## src/rtl/mips_mc_pkg.sv

```systemverilog
// Shared constants for the multi-cycle MIPS core: FSM encodings, opcode/func
// fields, ALU operation select and default address-region tags.
package mips_mc_pkg;

    localparam logic [2:0] S_IF  = 3'd0;
    localparam logic [2:0] S_ID  = 3'd1;
    localparam logic [2:0] S_EXE = 3'd2;
    localparam logic [2:0] S_MEM = 3'd3;
    localparam logic [2:0] S_WB  = 3'd4;

    localparam logic [5:0] OP_RTYPE = 6'h00;
    localparam logic [5:0] OP_J     = 6'h02;
    localparam logic [5:0] OP_JAL   = 6'h03;
    localparam logic [5:0] OP_BEQ   = 6'h04;
    localparam logic [5:0] OP_BNE   = 6'h05;
    localparam logic [5:0] OP_ADDI  = 6'h08;
    localparam logic [5:0] OP_SLTI  = 6'h0A;
    localparam logic [5:0] OP_SLTIU = 6'h0B;
    localparam logic [5:0] OP_ANDI  = 6'h0C;
    localparam logic [5:0] OP_ORI   = 6'h0D;
    localparam logic [5:0] OP_XORI  = 6'h0E;
    localparam logic [5:0] OP_LUI   = 6'h0F;
    localparam logic [5:0] OP_LW    = 6'h23;
    localparam logic [5:0] OP_SW    = 6'h2B;

    localparam logic [5:0] F_SLL  = 6'h00;
    localparam logic [5:0] F_SRL  = 6'h02;
    localparam logic [5:0] F_SRA  = 6'h03;
    localparam logic [5:0] F_JR   = 6'h08;
    localparam logic [5:0] F_ADD  = 6'h20;
    localparam logic [5:0] F_SUB  = 6'h22;
    localparam logic [5:0] F_AND  = 6'h24;
    localparam logic [5:0] F_OR   = 6'h25;
    localparam logic [5:0] F_XOR  = 6'h26;
    localparam logic [5:0] F_NOR  = 6'h27;
    localparam logic [5:0] F_SLT  = 6'h2A;
    localparam logic [5:0] F_SLTU = 6'h2B;

    localparam logic [2:0] IO_TAG_DEF   = 3'b101;
    localparam logic [2:0] VRAM_TAG_DEF = 3'b110;

    typedef enum logic [3:0] {
        ALU_ADD, ALU_SUB, ALU_AND, ALU_OR, ALU_XOR, ALU_NOR,
        ALU_SLL, ALU_SRL, ALU_SRA, ALU_LUI, ALU_SLT, ALU_SLTU
    } alu_op_t;

    function automatic logic [31:0] sext16(input logic [15:0] v);
        return {{16{v[15]}}, v};
    endfunction

endpackage

```

## src/rtl/mips_mc_alu.sv

```systemverilog
// Combinational ALU: op select to 32-bit result. nor/slt/sltu are only
// decoded when MIPS_MC_SLT_EN is defined.
module mips_mc_alu
    import mips_mc_pkg::*;
(
    input  logic [3:0]  i_op,
    input  logic [31:0] i_a,
    input  logic [31:0] i_b,
    input  logic [4:0]  i_shamt,
    output logic [31:0] o_result
);

    always_comb begin
        o_result = '0;
        case (i_op)
            ALU_ADD:  o_result = i_a + i_b;
            ALU_SUB:  o_result = i_a - i_b;
            ALU_AND:  o_result = i_a & i_b;
            ALU_OR:   o_result = i_a | i_b;
            ALU_XOR:  o_result = i_a ^ i_b;
            ALU_SLL:  o_result = i_b << i_shamt;
            ALU_SRL:  o_result = i_b >> i_shamt;
            ALU_SRA:  o_result = $signed(i_b) >>> i_shamt;
            ALU_LUI:  o_result = {i_b[15:0], 16'h0000};
`ifdef MIPS_MC_SLT_EN
            ALU_NOR:  o_result = ~(i_a | i_b);
            ALU_SLT:  o_result = {31'b0, $signed(i_a) < $signed(i_b)};
            ALU_SLTU: o_result = {31'b0, i_a < i_b};
`endif
            default:  o_result = '0;
        endcase
    end

endmodule

```

## src/rtl/mips_mc_cpu_hs.sv

```systemverilog
// Five-state multi-cycle MIPS core with mem_req/mem_ready wait states,
// IO/VRAM region decode and retire/illegal pulses. Optional: MIPS_MC_SLT_EN.
module mips_mc_cpu_hs
    import mips_mc_pkg::*;
#(
    parameter logic [31:0] RESET_PC = 32'h0000_0000,
    parameter logic [2:0]  IO_TAG   = IO_TAG_DEF,
    parameter logic [2:0]  VRAM_TAG = VRAM_TAG_DEF
) (
    input  logic        cpu_clk,
    input  logic        resetn,
    output logic [31:0] m_addr,
    input  logic [31:0] d_f_mem,
    output logic [31:0] d_t_mem,
    output logic        mem_req,
    input  logic        mem_ready,
    output logic        w_d_mem,
    output logic        wr_vram,
    output logic        rd_vram,
    output logic        io_rdn,
    output logic [2:0]  state,
    output logic        retired,
    output logic        illegal
);

    logic [31:0] r_pc, r_ir, r_c, r_d;
    logic [2:0]  r_state;
    logic        r_retired, r_illegal;
    logic [31:0] r_regs [0:31];

    logic [5:0]  w_op, w_funct;
    logic [4:0]  w_rs, w_rt, w_rd, w_shamt, w_dest;
    logic [31:0] w_rs_val, w_rt_val, w_simm, w_zimm, w_alu_b, w_alu_res;
    alu_op_t     w_alu_op;
    logic        w_alu_ok, w_is_lw, w_is_sw, w_is_br, w_taken;
    logic        w_io, w_vram, w_norm, w_in_mem, w_mem_done;

    assign w_op     = r_ir[31:26];
    assign w_rs     = r_ir[25:21];
    assign w_rt     = r_ir[20:16];
    assign w_rd     = r_ir[15:11];
    assign w_shamt  = r_ir[10:6];
    assign w_funct  = r_ir[5:0];
    assign w_simm   = sext16(r_ir[15:0]);
    assign w_zimm   = {16'h0000, r_ir[15:0]};
    assign w_rs_val = (w_rs == 5'd0) ? '0 : r_regs[w_rs];
    assign w_rt_val = (w_rt == 5'd0) ? '0 : r_regs[w_rt];
    assign w_dest   = (w_op == OP_RTYPE) ? w_rd : w_rt;

    assign w_is_lw  = (w_op == OP_LW);
    assign w_is_sw  = (w_op == OP_SW);
    assign w_is_br  = (w_op == OP_BEQ) || (w_op == OP_BNE);
    assign w_taken  = (w_op == OP_BEQ) ? (w_rs_val == w_rt_val) : (w_rs_val != w_rt_val);

    assign w_io     = (r_c[31:29] == IO_TAG);
    assign w_vram   = (r_c[31:29] == VRAM_TAG);
    assign w_norm   = !w_io && !w_vram;
    // IO and VRAM complete in a single cycle; only normal space handshakes.
    assign w_mem_done = w_norm ? mem_ready : 1'b1;

    always_comb begin
        w_alu_op = ALU_ADD;
        w_alu_b  = w_rt_val;
        w_alu_ok = 1'b0;
        case (w_op)
            OP_RTYPE: begin
                w_alu_ok = 1'b1;
                case (w_funct)
                    F_ADD:   w_alu_op = ALU_ADD;
                    F_SUB:   w_alu_op = ALU_SUB;
                    F_AND:   w_alu_op = ALU_AND;
                    F_OR:    w_alu_op = ALU_OR;
                    F_XOR:   w_alu_op = ALU_XOR;
                    F_SLL:   w_alu_op = ALU_SLL;
                    F_SRL:   w_alu_op = ALU_SRL;
                    F_SRA:   w_alu_op = ALU_SRA;
`ifdef MIPS_MC_SLT_EN
                    F_NOR:   w_alu_op = ALU_NOR;
                    F_SLT:   w_alu_op = ALU_SLT;
                    F_SLTU:  w_alu_op = ALU_SLTU;
`endif
                    default: w_alu_ok = 1'b0;
                endcase
            end
            OP_ADDI:  begin w_alu_op = ALU_ADD;  w_alu_b = w_simm; w_alu_ok = 1'b1; end
            OP_ANDI:  begin w_alu_op = ALU_AND;  w_alu_b = w_zimm; w_alu_ok = 1'b1; end
            OP_ORI:   begin w_alu_op = ALU_OR;   w_alu_b = w_zimm; w_alu_ok = 1'b1; end
            OP_XORI:  begin w_alu_op = ALU_XOR;  w_alu_b = w_zimm; w_alu_ok = 1'b1; end
            OP_LUI:   begin w_alu_op = ALU_LUI;  w_alu_b = w_zimm; w_alu_ok = 1'b1; end
`ifdef MIPS_MC_SLT_EN
            OP_SLTI:  begin w_alu_op = ALU_SLT;  w_alu_b = w_simm; w_alu_ok = 1'b1; end
            OP_SLTIU: begin w_alu_op = ALU_SLTU; w_alu_b = w_simm; w_alu_ok = 1'b1; end
`endif
            default:  w_alu_ok = 1'b0;
        endcase
    end

    mips_mc_alu u_alu (
        .i_op     (w_alu_op),
        .i_a      (w_rs_val),
        .i_b      (w_alu_b),
        .i_shamt  (w_shamt),
        .o_result (w_alu_res)
    );

    always_ff @(posedge cpu_clk or negedge resetn) begin
        if (!resetn) begin
            r_pc      <= RESET_PC;
            r_ir      <= '0;
            r_c       <= '0;
            r_d       <= '0;
            r_state   <= S_IF;
            r_retired <= 1'b0;
            r_illegal <= 1'b0;
            for (int unsigned i = 0; i < 32; i++) r_regs[i] <= '0;
        end else begin
            r_retired <= 1'b0;
            r_illegal <= 1'b0;
            case (r_state)
                S_IF: if (mem_ready) begin
                    r_ir    <= d_f_mem;
                    r_pc    <= r_pc + 32'd4;
                    r_state <= S_ID;
                end
                S_ID: begin
                    if (w_op == OP_J || w_op == OP_JAL) begin
                        r_pc      <= {r_pc[31:28], r_ir[25:0], 2'b00};
                        r_state   <= S_IF;
                        r_retired <= 1'b1;
                        if (w_op == OP_JAL) r_regs[31] <= r_pc;
                    end else if (w_op == OP_RTYPE && w_funct == F_JR) begin
                        r_pc      <= w_rs_val;
                        r_state   <= S_IF;
                        r_retired <= 1'b1;
                    end else begin
                        r_c     <= r_pc + {w_simm[29:0], 2'b00};
                        r_state <= S_EXE;
                    end
                end
                S_EXE: begin
                    if (w_is_lw || w_is_sw) begin
                        r_c     <= w_rs_val + w_simm;
                        r_state <= S_MEM;
                    end else if (w_is_br) begin
                        if (w_taken) r_pc <= r_c;
                        r_state   <= S_IF;
                        r_retired <= 1'b1;
                    end else if (w_alu_ok) begin
                        r_c     <= w_alu_res;
                        r_state <= S_WB;
                    end else begin
                        r_illegal <= 1'b1;
                        r_state   <= S_IF;
                    end
                end
                S_MEM: if (w_mem_done) begin
                    r_d <= d_f_mem;
                    if (w_is_sw) begin
                        r_state   <= S_IF;
                        r_retired <= 1'b1;
                    end else begin
                        r_state <= S_WB;
                    end
                end
                S_WB: begin
                    if (w_dest != 5'd0) r_regs[w_dest] <= w_is_lw ? r_d : r_c;
                    r_state   <= S_IF;
                    r_retired <= 1'b1;
                end
                default: r_state <= S_IF;
            endcase
        end
    end

    assign w_in_mem = resetn && (r_state == S_MEM);
    assign m_addr   = (r_state == S_IF) ? r_pc : r_c;
    assign d_t_mem  = w_rt_val;
    assign mem_req  = resetn && ((r_state == S_IF) || (w_in_mem && w_norm));
    assign w_d_mem  = w_in_mem && w_norm && w_is_sw;
    assign wr_vram  = w_in_mem && w_vram && w_is_sw;
    assign rd_vram  = w_in_mem && w_vram && w_is_lw;
    assign io_rdn   = !(w_in_mem && w_io && w_is_lw);
    assign state    = r_state;
    assign retired  = r_retired;
    assign illegal  = r_illegal;

endmodule

```

## config.mk

```make
export PLATFORM = sky130hd
export DESIGN_NAME = mips_mc_cpu_hs
export DESIGN_NICKNAME = d
export VERILOG_FILES = /design/src/rtl/mips_mc_pkg.sv /design/src/rtl/mips_mc_alu.sv /design/src/rtl/mips_mc_cpu_hs.sv
export SDC_FILE = /design/constraint.sdc
export NUM_CORES = 2
export LEC_CHECK = 0
export ABC_AREA = 1
export BUFFER_PORTS_ARGS = -buffer_cell sky130_fd_sc_hd__buf_2
export CAP_MARGIN = 20
export CORE_ASPECT_RATIO = 1.5
export CORE_MARGIN = 4
export CORE_UTILIZATION = 40
export DETAILED_ROUTE_END_ITERATION = 10
export PLACE_DENSITY_LB_ADDON = 0.05
export RECOVER_POWER = 25
export SLEW_MARGIN = 15
export SYNTH_ARGS = -nofsm -noshare
export SYNTH_HDL_FRONTEND = slang
export SYNTH_HIERARCHICAL = 1
export SYNTH_SLANG_ARGS = --single-unit
export TNS_END_PERCENT = 100
```

## constraint.sdc

```tcl
create_clock -name cpu_clk -period 7.17 [get_ports cpu_clk]
set_input_delay 1.0755 -clock cpu_clk [delete_from_list [all_inputs] [get_ports cpu_clk]]
set_output_delay 1.0755 -clock cpu_clk [all_outputs]
set_load 0.1 [all_outputs]
```

==> impl_metrics.yaml <==
run_status:
  run_status: "finished, violations left"
  violations: "capacitance limit, slew limit"
placement:
  place.gp.congestion: 1.04
  detailedPlacementHpwl_um: 286000
  port-buffer-count: 108
clock_network:
  cts_setup_buffers: 0
  clock_path_buffers: 4
  cts.sinks: 1157
  cts.repair.resized: 0
  tritoncts: "yes"
  cts-hold-fix-buffers: 0
  clock_transition_at_the_registers_of_the_reported_paths_ns: 0.06
  cts-htree-levels: 4
  clock_tree.root_cell: "clkbuf_16"
  cts_made_buffers: 141
  clock_latency_ns: 0.83
timing:
  tns_ns: 0
  hold_viol: 0
  grt_setup_unrepaired: "false"
  clock-skew-final_ns: 0.0704
  min_period_over_period: 0.945
  drv_slew: 590
  max-slew-margin-rel: -1.68
  final_setup_violation_count: 0
  final_critical_period_ns: 6.77
  maxClockFrequency_mhz: 148
  worst_slew_pin_slew_ns: 4.02
yosys:
  synth.top_cell.area_share: 0.369
  ys_ff_latch: 1157
  netlist_area_mm2: 0.0785
  synth.avg_cell_area_um2: 6.51
  ys_top_cells_by_count: "4561 x nand2_1, 1966 x nand3_1, 1365 x o21ai_0"
  yosys_synthesis_warning_count: 6
  asyncSetResetFlopFracSynth: 1.00
  synth_area_leader_cell: "dfrtp_1"
  synth_most_common_cell: "nand2_1"
  ys_top_cells_by_area: "dfrtp_1 37%, nand2_1 22%, nand3_1 13%"
  post_synth_num_cell_types: 62
  postSynthNetCount: 12300
  synth_flop_cell: "dfrtp_1"
  yosysSeqAreaShare: 0.369
  synth_edf_count: 0
  synthesis.instances: 12100
worst_setup_path:
  cp_data_arrival_time_ns: 7.46
  cp.buffers_inverters: 7
  cp-end-kind: "flip-flop"
  critPathTopFamily: "simple AND/OR/NAND/NOR gates"
  start_kind: "flip-flop"
  minimum_setup_slack_among_reg_to_reg_paths_ns: 0.40
  critical_path.most_common_cell: "nand2_1"
  critical-path-max-stage-delay_ns: 0.69
  worst_path_max_delay_cell: "o21ai_0"
  timing.setup.critical_path_class: "flip-flop to flip-flop"
  cp_max_fo: 40
  worst_ep_required_time_ns: 7.85
grt:
  gr-usage-all-layers: 0.397
  number_of_antenna_violations_at_the_first_check_in_global_routing: 23
  grt_pass1_wl_um: 592000
  largest_net_degree_at_the_start_of_global_routing: 166
  globalRouteOverflowTotal: 0
  grt_pass1_vias: 80800
detailed_routing:
  drt-pass1-iter-count: 10
  maxUsedRoutingLayer: "met5"
  route.vias.total: 86300
  drt-initial-drc-count: 10300
  routed-wl-met2_um: 186000
  post-route-drc-count: 0
  detail_route.vias_per_cell: 5.94
  routed_wl_um: 415000
  antenna_violating_nets_post_route: 0
  route.detailed.wl_per_inst_um: 28.6
  met3_length_um: 35000
  met1Wirelength_um: 155000
die:
  die_width_um: 370
  die-height_um: 550
  io_pins: 109
  initial_core_util: 0.403
  fp.dieArea_mm2: 0.203
  cell_rows: 198
  core_region_area_mm2: 0.194
min_path:
  hold_removal_path_class: "input port to async pin"
finish:
  nets: 12000
  syn_to_final_growth_pct: 11.0
  drive_above_1_share: 0.0760
run:
  timing.max_cap.violations: 6
[state kept, by name, indices dropped and copies added (netlist names)]
register	flops
state	3
illegal	1
r_regs	1024
r_pc	32
retired	1
r_ir	32
r_c	32
r_d	32
[path summary, 6_finish.rpt]
path | from | endpoint | depth (start not counted)
min in group cpu_clk | r_regs[1006] | r_regs[1006] | 0
worst min register to register | r_regs[1006] | r_regs[1006] | 0
worst max register to register | r_ir[16] | r_c[14] | 35
worst max-delay path | r_ir[16] | r_c[14] | 35
max in group asynchronous | resetn | r_regs[903] | 3
worst min-delay path | resetn | r_regs[861] | 1
[cells by family after synthesis]
logic type | synth area share
and+or+nand+nor | 0.385
AOI/OAI and AO/OA | 0.131
buffers and inverters | 0.0818
DFF | 0.369
adders and majority gates | 0.0258
xor gates and xnor gates | 0.00659
muxes | 0.00102
[layout by cell type (no fill, tap or decap), types with 28 or more instances in the layout]
cell / synthesis / routed
a21oi_1: 252 / 252
buf_12: 0 / 48
buf_2: 288 / 107
buf_4: 69 / 353
clkbuf_16: 0 / 147
clkbuf_8: 0 / 28
dfrtp_1: 1157 / 1144
ha_1: 157 / 157
inv_1: 574 / 569
nand2_1: 4561 / 4539
nand3_1: 1966 / 1965
nand4_1: 76 / 76
nor2_1: 489 / 480
nor3_1: 53 / 52
o211ai_1: 59 / 59
o21ai_0: 1365 / 1336
o21ai_1: 71 / 76
o221ai_1: 28 / 28
xor2_1: 53 / 53
[cell type report]
cell class | instances | area (um^2)
Multi-Input combinational cell | 9386 | 43500
Fill cell | 20600 | 107000
Clock inverter | 46 | 637
Tap cell | 2600 | 3250
Sequential cell | 1157 | 29000
Antenna cell | 14 | 35.0
Timing Repair Buffer | 517 | 4240
Clock buffer | 197 | 4150
Inverter | 598 | 2300
[stage by stage]
step	hold slack (ns)	instance area, um^2	std cells	util	worst slack, ns
final	0.112	87100	14500	0.448	0.395
after global routing	0.130	87100	14500	0.448	0.102
after CTS	0.128	87100	14500	0.448	0.520
after detailed placement	0.368	82300	14300	0.423	0.550
after global placement	0.368	82200	14300	0.423	0.507
after floorplan	0.429	78500	12100	-	2.49
[layer usage]
| layer | global-route usage | up-vias |
|---|---|---|
| li1 | - | 39000 |
| met1 | 0.482 | 41400 |
| met2 | 0.628 | 4633 |
| met3 | 0.0702 | 1227 |
| met4 | 0.303 | 10 |
| met5 | 0 | - |
Power is not shown: default switching activity piles up to over one toggle a cycle in this logic, so the estimate is an artifact.
